--- config.mk ---
export PLATFORM = sky130hd
export DESIGN_NAME = addsub_arbiter_flat
export DESIGN_NICKNAME = d
export VERILOG_FILES = /design/src/rtl/addsub_arbiter_if.sv /design/src/rtl/addsub_arbiter.sv /design/src/flat_wrapper.sv
export SDC_FILE = /design/constraint.sdc
export NUM_CORES = 1
export LEC_CHECK = 0
export CORE_MARGIN = 2
export CORE_UTILIZATION = 42
export CTS_CLUSTER_DIAMETER = 30
export DETAILED_ROUTE_END_ITERATION = 12
export PLACE_DENSITY = 0.9
export SLEW_MARGIN = 10
export SYNTH_ARGS = -nofsm -noshare
export SYNTH_HDL_FRONTEND = slang
export SYNTH_SLANG_ARGS = --single-unit
--- constraint.sdc ---
create_clock -name clk -period 2.95 [get_ports clk]
set_input_delay 0.59 -clock clk [delete_from_list [all_inputs] [get_ports clk]]
set_output_delay 0.59 -clock clk [all_outputs]
set_load 0.01 [all_outputs]
--- src/rtl/addsub_arbiter_if.sv ---
// addsub_arbiter_if: requester, result and counter handshake bundle.
// Counter signals exist only when ADDSUB_ARB_OVF_COUNT_EN is defined.
interface addsub_arbiter_if;
  logic       req0_valid;
  logic [7:0] req0_a;
  logic [7:0] req0_b;
  logic       req0_op;
  logic       req0_ready;
  logic       req1_valid;
  logic [7:0] req1_a;
  logic [7:0] req1_b;
  logic       req1_op;
  logic       req1_ready;
  logic       res_valid;
  logic       res_ready;
  logic       res_id;
  logic [7:0] res_sum;
  logic       res_carry;
  logic       res_overflow;
`ifdef ADDSUB_ARB_OVF_COUNT_EN
  logic       clear_cnt;
  logic [7:0] ovf_cnt0;
  logic [7:0] ovf_cnt1;

  modport master (
    output req0_valid, req0_a, req0_b, req0_op,
    input  req0_ready,
    output req1_valid, req1_a, req1_b, req1_op,
    input  req1_ready,
    input  res_valid, res_id, res_sum,
    input  res_carry, res_overflow,
    output res_ready,
    output clear_cnt,
    input  ovf_cnt0, ovf_cnt1
  );

  modport slave (
    input  req0_valid, req0_a, req0_b, req0_op,
    output req0_ready,
    input  req1_valid, req1_a, req1_b, req1_op,
    output req1_ready,
    output res_valid, res_id, res_sum,
    output res_carry, res_overflow,
    input  res_ready,
    input  clear_cnt,
    output ovf_cnt0, ovf_cnt1
  );
`else
  modport master (
    output req0_valid, req0_a, req0_b, req0_op,
    input  req0_ready,
    output req1_valid, req1_a, req1_b, req1_op,
    input  req1_ready,
    input  res_valid, res_id, res_sum,
    input  res_carry, res_overflow,
    output res_ready
  );

  modport slave (
    input  req0_valid, req0_a, req0_b, req0_op,
    output req0_ready,
    input  req1_valid, req1_a, req1_b, req1_op,
    output req1_ready,
    output res_valid, res_id, res_sum,
    output res_carry, res_overflow,
    input  res_ready
  );
`endif
endinterface

--- src/rtl/addsub_arbiter.sv ---
// addsub_arbiter: two requesters share one 8-bit add/sub, registered result.
// Optional overflow counters under ADDSUB_ARB_OVF_COUNT_EN.
module addsub_arbiter #(
  parameter bit FAIR  = 1'b1,
  parameter bit FIRST = 1'b0
) (
  input logic              clk,
  input logic              reset,
  addsub_arbiter_if.slave  bus
);

  typedef enum logic {EMPTY, FULL} state_t;

  state_t     state;
  state_t     state_nx;
  logic       ptr;
  logic       can_accept;
  logic       g0;
  logic       g1;
  logic       acc;
  logic [7:0] a;
  logic [7:0] b;
  logic [7:0] beff;
  logic       op;
  logic [8:0] wide;
  logic [7:0] sum;
  logic       carry;
  logic       ovf;

  logic       r_id;
  logic [7:0] r_sum;
  logic       r_carry;
  logic       r_ovf;

  // ptr names the requester that wins the next two-way contention
  always_comb begin
    can_accept = (state == EMPTY) || bus.res_ready;
    g0 = 1'b0;
    g1 = 1'b0;
    if (can_accept) begin
      unique case (1'b1)
        bus.req0_valid && bus.req1_valid: begin
          if (!FAIR || !ptr) g0 = 1'b1;
          else               g1 = 1'b1;
        end
        bus.req0_valid && !bus.req1_valid: g0 = 1'b1;
        bus.req1_valid && !bus.req0_valid: g1 = 1'b1;
        default: ;
      endcase
    end
  end

  assign acc = g0 | g1;

  always_comb begin
    a    = g1 ? bus.req1_a  : bus.req0_a;
    b    = g1 ? bus.req1_b  : bus.req0_b;
    op   = g1 ? bus.req1_op : bus.req0_op;
    beff = b ^ {8{op}};
    wide = {1'b0, a} + {1'b0, beff} + {8'd0, op};
    sum   = wide[7:0];
    carry = wide[8];
    ovf   = (a[7] == beff[7]) && (sum[7] != a[7]);
  end

  always_comb begin
    state_nx = state;
    unique case (state)
      EMPTY: if (acc) state_nx = FULL;
      FULL:  if (bus.res_ready && !acc) state_nx = EMPTY;
      default: state_nx = EMPTY;
    endcase
  end

  always_ff @(posedge clk or posedge reset) begin
    if (reset) state <= EMPTY;
    else       state <= state_nx;
  end

  always_ff @(posedge clk or posedge reset) begin
    if (reset) begin
      ptr     <= FIRST;
      r_id    <= 1'b0;
      r_sum   <= 8'd0;
      r_carry <= 1'b0;
      r_ovf   <= 1'b0;
    end else if (acc) begin
      ptr     <= ~g1;
      r_id    <= g1;
      r_sum   <= sum;
      r_carry <= carry;
      r_ovf   <= ovf;
    end
  end

  assign bus.req0_ready   = g0;
  assign bus.req1_ready   = g1;
  assign bus.res_valid    = (state == FULL);
  assign bus.res_id       = r_id;
  assign bus.res_sum      = r_sum;
  assign bus.res_carry    = r_carry;
  assign bus.res_overflow = r_ovf;

`ifdef ADDSUB_ARB_OVF_COUNT_EN
  logic [7:0] cnt0;
  logic [7:0] cnt1;

  // clear takes precedence over a coinciding increment
  always_ff @(posedge clk or posedge reset) begin
    if (reset) begin
      cnt0 <= 8'd0;
      cnt1 <= 8'd0;
    end else if (bus.clear_cnt) begin
      cnt0 <= 8'd0;
      cnt1 <= 8'd0;
    end else begin
      if (g0 && ovf && cnt0 != 8'hff) cnt0 <= cnt0 + 8'd1;
      if (g1 && ovf && cnt1 != 8'hff) cnt1 <= cnt1 + 8'd1;
    end
  end

  assign bus.ovf_cnt0 = cnt0;
  assign bus.ovf_cnt1 = cnt1;
`endif

endmodule

--- src/flat_wrapper.sv ---
// flat-port wrapper written by rule: the top's interface ports become plain ports
module addsub_arbiter_flat 
#(
  parameter bit FAIR  = 1'b1,
  parameter bit FIRST = 1'b0
)
  (clk, reset, bus_req0_valid, bus_req0_a, bus_req0_b, bus_req0_op, bus_req0_ready, bus_req1_valid, bus_req1_a, bus_req1_b, bus_req1_op, bus_req1_ready, bus_res_valid, bus_res_id, bus_res_sum, bus_res_carry, bus_res_overflow, bus_res_ready);
  addsub_arbiter_if bus_i ();
  input logic clk;
  input logic reset;
  input wire logic [$bits(bus_i.req0_valid)-1:0] bus_req0_valid;
  input wire logic [$bits(bus_i.req0_a)-1:0] bus_req0_a;
  input wire logic [$bits(bus_i.req0_b)-1:0] bus_req0_b;
  input wire logic [$bits(bus_i.req0_op)-1:0] bus_req0_op;
  output wire logic [$bits(bus_i.req0_ready)-1:0] bus_req0_ready;
  input wire logic [$bits(bus_i.req1_valid)-1:0] bus_req1_valid;
  input wire logic [$bits(bus_i.req1_a)-1:0] bus_req1_a;
  input wire logic [$bits(bus_i.req1_b)-1:0] bus_req1_b;
  input wire logic [$bits(bus_i.req1_op)-1:0] bus_req1_op;
  output wire logic [$bits(bus_i.req1_ready)-1:0] bus_req1_ready;
  output wire logic [$bits(bus_i.res_valid)-1:0] bus_res_valid;
  output wire logic [$bits(bus_i.res_id)-1:0] bus_res_id;
  output wire logic [$bits(bus_i.res_sum)-1:0] bus_res_sum;
  output wire logic [$bits(bus_i.res_carry)-1:0] bus_res_carry;
  output wire logic [$bits(bus_i.res_overflow)-1:0] bus_res_overflow;
  input wire logic [$bits(bus_i.res_ready)-1:0] bus_res_ready;
  assign bus_i.req0_valid = bus_req0_valid;
  assign bus_i.req0_a = bus_req0_a;
  assign bus_i.req0_b = bus_req0_b;
  assign bus_i.req0_op = bus_req0_op;
  assign bus_req0_ready = bus_i.req0_ready;
  assign bus_i.req1_valid = bus_req1_valid;
  assign bus_i.req1_a = bus_req1_a;
  assign bus_i.req1_b = bus_req1_b;
  assign bus_i.req1_op = bus_req1_op;
  assign bus_req1_ready = bus_i.req1_ready;
  assign bus_res_valid = bus_i.res_valid;
  assign bus_res_id = bus_i.res_id;
  assign bus_res_sum = bus_i.res_sum;
  assign bus_res_carry = bus_i.res_carry;
  assign bus_res_overflow = bus_i.res_overflow;
  assign bus_i.res_ready = bus_res_ready;
  addsub_arbiter #(.FAIR(FAIR), .FIRST(FIRST)) u_core (.clk(clk), .reset(reset), .bus(bus_i));
endmodule
* Yosys cells after proc, flatten, opt, wreduce, memory -nomap -nowiden *
Index checks and enable logic that the tools add are counted.

cells by class
  reductions and logical operators = 9
  bitwise operators = 4
  mux-type cells = 12
  add/subtract/negate cells = 2
  equal/unequal tests = 2

operator list
  kind               count
  $mux 8             2
  $add 8x8->9        1
  $add 9x1->9        1
  $xor 8x8->8        1
  $mux 1             7
  $pmux 1 s2         3
  $logic_and 1x1->1  5
  $logic_not 1->1    3
  $not 1->1          2
  $eq 1x1->1         1
  $logic_or 1x1->1   1
  $ne 1x1->1         1
  $or 1x1->1         1

storage, ports and cells
  word-level logic and storage cells = 35
  register bits = 13
  output and inout bits = 14
  input port bits = 39

* Logic depth before layout (Yosys ltp) *
Gate-level depths: netlist of the first run.

  word-level depth = 10
  gate-level depth with buffers = 12
  mapped depth without buffers = 12

* Worst setup path before layout of the first run *
OpenSTA, ideal clock, no wires.

  path type = input to register
  start = in bus_res_ready
  end = reg u_core.r_sum[6], in the netlist u_core.bus.res_sum[6]
  cell stages on the path = 10
  buffers on the path = 1
  path slack = 0.209 ns
  data required time = 2.881 ns
  setup time = 0.069 ns
  arrival = 2.672 ns
  cells stage by stage = nand2b_2 nand3_4 clkbuf_1 o21ai_0 ha_1 a21o_1 a21o_1 nand2_1 or4b_2 nand3_1

on the way
  word-level cells in the longest chain between the ends = 6
  elaborated cells on any way between the ends = 10
  those cells by class = add/sub (2); mux (5); bitwise (2); reduce/logical (1)

RTL lines
  what                                     line                                        RTL
  start, declared                          flat_wrapper.sv:26                          input wire logic [$bits(bus_i.res_ready)-1:0] bus_res_ready;
  $logic_or 1x1->1 (*)                     addsub_arbiter.sv:37                        can_accept = (state == EMPTY) || bus.res_ready;
  $mux 1                                   addsub_arbiter.sv:40                        if (can_accept) begin
  $mux 8 / $mux 1 (equally long branches)  addsub_arbiter.sv:57, addsub_arbiter.sv:58
  $xor 8x8->8                              addsub_arbiter.sv:59                        beff = b ^ {8{op}};
  $add 8x8->9                              addsub_arbiter.sv:60                        wide = {1'b0, a} + {1'b0, beff} + {8'd0, op};
  $add 9x1->9                              addsub_arbiter.sv:60
  end signal, assigned                     addsub_arbiter.sv:90                        r_sum <= sum;
  end, declared                            addsub_arbiter.sv:31                        logic [7:0] r_sum;

Mark *: on every way between the ends. The rest lies on a longest branch, timed or not.
A chain may end at the register's enable or synchronous reset.

* Worst setup path in the final report of the first run *
  start = in bus_res_ready
  end = reg u_core.r_ovf, in the netlist u_core.bus.res_overflow

on the way
  word-level cells in the longest chain between the ends = 8
  elaborated cells on any way between the ends = 13
  those cells by class = add/sub (2); eq/ne (2); mux (5); bitwise (2); reduce/logical (2)

RTL lines
  what                                     line                                        RTL
  $logic_or 1x1->1 (*)                     addsub_arbiter.sv:37
  $mux 1                                   addsub_arbiter.sv:40
  $mux 8 / $mux 1 (equally long branches)  addsub_arbiter.sv:57, addsub_arbiter.sv:58
  $xor 8x8->8                              addsub_arbiter.sv:59
  $add 8x8->9                              addsub_arbiter.sv:60
  $add 9x1->9                              addsub_arbiter.sv:60
  $ne 1x1->1                               addsub_arbiter.sv:63                        ovf = (a[7] == beff[7]) && (sum[7] != a[7]);
  $logic_and 1x1->1                        addsub_arbiter.sv:63
  end signal, assigned                     addsub_arbiter.sv:92                        r_ovf <= ovf;
  end, declared                            addsub_arbiter.sv:33                        logic r_ovf;

Marked as above.

==> impl_metrics.json, run 1 <==
{
  "whs_path_depth": 2,
  "ys_ff_latch": 13,
  "fmax_mhz": 353,
  "antenna_found_initial": 0,
  "clock_latency_ns": 0.27,
  "final_cells": 246,
  "grt_max_degree": 21,
  "clk_pin_slew_ns": 0.08,
  "worstPathArrival_ns": 3.00,
  "period_share_pct": 96.0,
  "fillers": 246,
  "num_vias": 1238,
  "start_kind": "input port",
  "outcome": "complete, no violations",
  "rows": 19,
  "ant_nets": 0,
  "p_per_area_nw_per_um2": 522,
  "dp_hpwl_um": 2380,
  "h-tree-depth": 1,
  "hold_buffers": 0,
  "slew_violations": 0,
  "netlist_area_sq_um": 1190,
  "path_class": "in -> reg",
  "worst_pin_slew_ns": 0.477,
  "drive_above_1_share_pct": 14.9,
  "drcViolationCount": 0,
  "use_met3_pct": 0.680,
  "hold_violations": 0,
  "avgSynthCellArea_sq_um": 8.07,
  "path_max_fanout": 9,
  "cts_buffer_depth": 2,
  "synth_cell_type_count": 32,
  "initial_core_util_pct": 43.7,
  "slew_headroom_pct": 68.2,
  "final_common_cell": "clkdlybuf4s50_1",
  "dr.pass1.iters": 4,
  "postLayoutCellArea_sq_um": 1910,
  "cts_root_buf": "clkbuf_4",
  "synthCells": 148,
  "fp.dieArea_sq_um": 3280,
  "r2r_cells": 12,
  "ios": 53,
  "ys_warn_count": 0,
  "grt_usage_pct": 18.1,
  "grt_pass1_wl_um": 4820,
  "cts_tree": "done",
  "cp-end-kind": "flop",
  "globalRoute.totalOverflow": 0,
  "grt_pass1_vias": 1135,
  "cts.sinks": 13,
  "core_area_sq_um": 2730,
  "syn_nets": 195,
  "hold_ws_ns": 0.490,
  "busiest_layer": "met2",
  "finalSetupViolations": 0,
  "period_needed_ns": 2.83,
  "p_total_uw": 999,
  "power.leakage_uw": 0.000875,
  "required_ns": 3.12,
  "ys_seq_area_share_pct": 27.3,
  "gp_congestion": 0.856,
  "die_w_um": 57.3,
  "gr-usage-met2_pct": 31.5,
  "syn2layout_area_growth_pct": 60.2,
  "final_nets": 263,
  "mostFrequentLayoutCells": "clkdlybuf4s50_1, nand2_1, buf_4",
  "n_antenna_cell": 0,
  "drv_cap": 0,
  "portBuffers": 52,
  "hp-class": "reg -> reg",
  "synth_edf_count": 0,
  "die_h_um": 57.3,
  "place_inst": 240,
  "wl_um": 2970,
  "synth_flop_cell": "dfrtp_1",
  "post_drt_wl_per_cell_um": 12.1,
  "grtUsageMet1_pct": 24.1,
  "async_flop_share_pct": 100,
  "skew_ns": 0.000709,
  "vias_per_cell": 5.03,
  "cts_made_buffers": 3,
  "drt-initial-drc-count": 37,
  "ir_drop_mv": 0.430,
  "place_area_sq_um": 1840
}
## power by group
part	total [uW]	internal [uW]	switching (uW)
combinational	610	341	270
clock	106	52.3	54.2
sequential	282	245	37.3
## cell usage after synthesis (3+ instances only)
| cell type | instances | area (sq um) |
|---|---|---|
| xor2_1 | 12 | 105 |
| nor2_1 | 4 | 15.0 |
| xnor2_1 | 10 | 87.6 |
| ha_1 | 7 | 87.6 |
| nand2_1 | 42 | 158 |
| clkbuf_1 | 3 | 11.3 |
| dfrtp_1 | 13 | 325 |
| a21oi_1 | 8 | 40.0 |
| mux2_2 | 4 | 45.0 |
| o21ai_0 | 17 | 85.1 |
## final timing paths
path                                       start                      end  slack, ns
max                                bus_res_ready  u_core.bus.res_overflow       0.12
max in group asynchronous                  reset  u_core.bus.res_overflow       2.00
min                        u_core.bus.res_sum[0]    u_core.bus.res_sum[0]       0.49
min in group asynchronous                  reset     u_core.bus.res_valid       0.63
min reg2reg                u_core.bus.res_sum[0]    u_core.bus.res_sum[0]       0.49
max reg2reg                           u_core.ptr  u_core.bus.res_overflow       0.43
## critical path, cell delays in order
cell and delay (ns):
clkdlybuf4s50_1 0.46, nand2b_4 0.16, nand3_4 0.15, nand2_1 0.09, o21ai_0 0.09, ha_1 0.33
buf_4 0.16, a21oi_1 0.14, o21ai_1 0.13, o41ai_4 0.37, xor2_1 0.11, o31ai_1 0.23
## registers in the layout, summed over array words and instances (netlist names)
register                 flops
u_core.bus.res_id            1
u_core.bus.res_sum           8
u_core.bus.res_overflow      1
u_core.ptr                   1
u_core.bus.res_carry         1
u_core.bus.res_valid         1
## metrics by stage
step / util [%] / setup TNS (ns) / setup slack, ns
final: 69.9 / 0 / 0.118
after global routing: 69.9 / -0.0167 / -0.0125
after CTS: 68.3 / 0 / 0.0760
after detailed placement: 67.3 / -1.31 / -0.312
after global placement: 67.3 / -0.609 / -0.153
after floorplan: - / 0 / 0.209
## what timing repair did
item | CTS | global route
setup endpoints to repair | 1 | 5
cloned | 0 | 1
gates resized for setup | 1 | 8
pin swaps | 0 | 3
buffers inserted | 0 | 1
## per-layer routing
layer | up-vias | wire (um)
li1 | 632 | -
met5 | - | 0
met1 | 540 | 1320
met4 | 0 | 42
met2 | 62 | 1420
met3 | 4 | 180
## cell families (layout without fill, tap and decap cells)
kind of cell	count (synthesis)	count (layout)	share of synthesized area (%)
AOI/OAI and AO/OA	33	33	16.8
and+or+nand+nor	57	58	21.9
muxes	6	6	5.45
buffers and inverters	9	75	3.46
DFF	13	13	27.3
xor gates and xnor gates	22	22	16.1
adders and majority gates	8	8	9.01
## area by class of cell
class,instances,area (sq um),area share [%]
Clock buffer,4,26.3,1.37
Inverter,3,16.3,0.851
Multi-Input combinational cell,127,857,44.8
Sequential cell,13,325,17.0
Tap cell,31,38.8,2.03
Timing Repair Buffer,68,648,33.9
(Power assumes the default switching activity.)
==> run 2, diff against run 1 <==
--- a/config.mk
+++ b/config.mk
@@ -5,11 +5,12 @@
 export SDC_FILE = /design/constraint.sdc
 export NUM_CORES = 1
 export LEC_CHECK = 0
+export ABC_AREA = 1
 export CORE_MARGIN = 2
-export CORE_UTILIZATION = 42
+export CORE_UTILIZATION = 41
 export CTS_CLUSTER_DIAMETER = 30
 export DETAILED_ROUTE_END_ITERATION = 12
-export PLACE_DENSITY = 0.9
+export PLACE_DENSITY = 0.89
 export SLEW_MARGIN = 10
 export SYNTH_ARGS = -nofsm -noshare
 export SYNTH_HDL_FRONTEND = slang
==> run 2 against run 1 <==
- power rose by 34%
- cell count is 15% higher
- area after synthesis fell by 2.0%
- global-route usage up 1.1 points
- synthesized cell count up 17%
- critical path type unchanged
- critical endpoint is now u_core.bus.res_sum[6]
- largest power group unchanged
- highest routed layer unchanged
==> impl_metrics.json, run 2 <==
{
  "skew_ns": 0.00123,
  "drv_cap": 0,
  "grt_pass1_vias": 1246,
  "cpMostUsedCell": "nand2_2",
  "cp-end-kind": "flop",
  "path_max_fanout": 5,
  "fmax_mhz": 348,
  "place_area_sq_um": 1900,
  "postLayoutCellArea_sq_um": 2040,
  "h-tree-depth": 1,
  "period_share_pct": 97.3,
  "clock_latency_ns": 0.27,
  "netlist_area_sq_um": 1170,
  "worst_pin_slew_ns": 0.465,
  "synth_flop_cell": "dfrtp_1",
  "hold_violations": 0,
  "synth.area.top_cells": "dfrtp_1, nand2_1, ha_1",
  "synth_cell_type_count": 26,
  "yosysMostFrequentCell": "nand2_1",
  "grt_max_degree": 14,
  "portBuffers": 52,
  "cp_num_buf_inv": 3,
  "post_drt_wl_per_cell_um": 11.7,
  "synth_top_area_share_pct": 27.8,
  "async_flop_share_pct": 100,
  "top_layer": "met4",
  "required_ns": 3.11,
  "final_nets": 301,
  "worstHoldStart": "u_core.bus.res_sum[5]",
  "ys_ff_latch": 13,
  "worstPathArrival_ns": 3.03,
  "synth.largest_area_cell": "dfrtp_1",
  "cp_cell_sequence": "clkdlybuf4s50_1 > nand3_4 > buf_6 > nand2_2 > nand2_2 > nand2_2 > nand2_2 > fa_2 > nand3_2 > nand2_2 > nand2_2 > inv_2 > or2_4 > a21oi_4 > xor2_1 > o21ai_1",
  "cts_root_buf": "clkbuf_4",
  "grt_pass1_wl_um": 5040,
  "syn2layout_area_growth_pct": 74.5,
  "drive_above_1_share_pct": 25.3,
  "outcome": "complete, no violations",
  "final_common_cell": "nand2_1",
  "globalRoute.totalOverflow": 0,
  "ant_nets": 0,
  "hp-class": "reg -> reg",
  "place_inst": 278,
  "drcViolationCount": 0,
  "gp_congestion": 0.824,
  "wl_met2_um": 1770,
  "die_w_um": 57.4,
  "met3_wirelength_um": 140,
  "fin_setup_tns_ns": 0,
  "slew_violations": 0,
  "p_per_area_nw_per_um2": 655,
  "cts.sinks": 13,
  "cts_tree": "done",
  "avgSynthCellArea_sq_um": 6.76,
  "synth_commonest_cells": "nand2_1, dfrtp_1, inv_1, nand2_2, xor2_1",
  "slew_headroom_pct": 69.0,
  "rows": 19,
  "finalSetupViolations": 0,
  "cts_buffer_depth": 2,
  "dp_hpwl_um": 2590,
  "path_class": "in -> reg",
  "antenna_found_initial": 0,
  "power.leakage_uw": 0.00104,
  "ios": 53,
  "crit_family": "simple AND/OR/NAND/NOR gates",
  "initial_core_util_pct": 42.8,
  "fp.dieArea_sq_um": 3300,
  "synthCells": 173,
  "p_total_uw": 1340,
  "largest_reg_flops": 8,
  "final_cells": 284,
  "num_vias": 1367,
  "r2r-start": "u_core.bus.res_valid",
  "start_kind": "input port",
  "critPathSlowestCell": "clkdlybuf4s50_1",
  "die_h_um": 57.4,
  "clk_pin_slew_ns": 0.07,
  "ys_seq_area_share_pct": 27.8,
  "mostFrequentLayoutCells": "nand2_1, clkdlybuf4s50_1, buf_4",
  "n_antenna_cell": 0,
  "ys_warn_count": 0,
  "dr.pass1.iters": 4,
  "wl_um": 3320,
  "setup.worst_path.start": "bus_req1_valid",
  "wirelength_met1_um": 1350,
  "cp_slowest_stage_delay_ns": 0.55,
  "vias_per_cell": 4.81,
  "synth_edf_count": 0,
  "cts_made_buffers": 3,
  "core_area_sq_um": 2730,
  "grt_usage_pct": 19.3,
  "period_needed_ns": 2.87,
  "syn_nets": 220,
  "drt-initial-drc-count": 24,
  "ir_drop_mv": 0.518
}
-- run 2: worst min-delay path, delay by kind of cell, from the launching register on --
| kind | cells | cell delay [ns] |
|---|---|---|
| simple gates | 2 | 0.11 |
| flops | 1 | 0.35 |
-- run 2: stage by stage --
| step | setup WS, ns | hold WS [ns] | util, % |
|---|---|---|---|
| finish | 0.0799 | 0.487 | 74.7 |
| global route | -0.0212 | 0.514 | 74.7 |
| CTS | 0.0104 | 0.493 | 70.9 |
| detailed placement | -0.374 | 0.474 | 69.4 |
| global placement | -0.226 | 0.465 | 69.4 |
| floorplan | 0.194 | 0.467 | - |
-- run 2: layout make-up --
cell class	instances	area [sq um]
repair buffers	80	741
inverters	13	51.3
well taps	31	38.8
clock buffers	4	26.3
flip-flops and latches	13	325
multi-input cells	143	860
fillers	213	692
-- run 2: path summary, 6_finish.rpt --
kind                            slack, ns  depth (start not counted)                 endpoint
worst max-delay path                 0.08                         16    u_core.bus.res_sum[6]
worst min-delay path                 0.49                          2    u_core.bus.res_sum[5]
worst max register to register       0.44                         16    u_core.bus.res_sum[6]
worst min register to register       0.49                          2    u_core.bus.res_sum[5]
max in group asynchronous            2.01                          2  u_core.bus.res_overflow
min in group asynchronous            0.63                          2    u_core.bus.res_sum[3]
-- run 2: logic make-up after synthesis --
| kind of cell | after synthesis | synth area share [%] |
|---|---|---|
| AND/OR/NAND/NOR | 111 | 42.4 |
| buffers and inverters | 17 | 6.42 |
| XOR/XNOR | 9 | 6.74 |
| adder cells (fa/ha/maj) | 8 | 9.20 |
| AO/OA/AOI/OAI | 15 | 7.49 |
| flip-flops | 13 | 27.8 |
-- run 2: report_power, final --
part | leakage (uW) | switching, uW | internal [uW]
registers | 0.000157 | 43.2 | 256
logic | 0.000871 | 442 | 488
clock network | 0.0000150 | 54.9 | 52.4
-- run 2: metal layers --
metal  global-route usage [%]  up-vias
met5                        0        -
met4                     9.97        0
met3                    0.227        4
met2                     34.1       43
met1                     23.9      614
li1                         -      706
-- run 2: repair_timing --
action                                  in CTS  in global routing
gates resized for setup                      3                 22
hold buffers                                 0                  0
endpoints found under the setup margin       1                  3
buffers inserted                             0                  2
pin swaps                                    1                 10
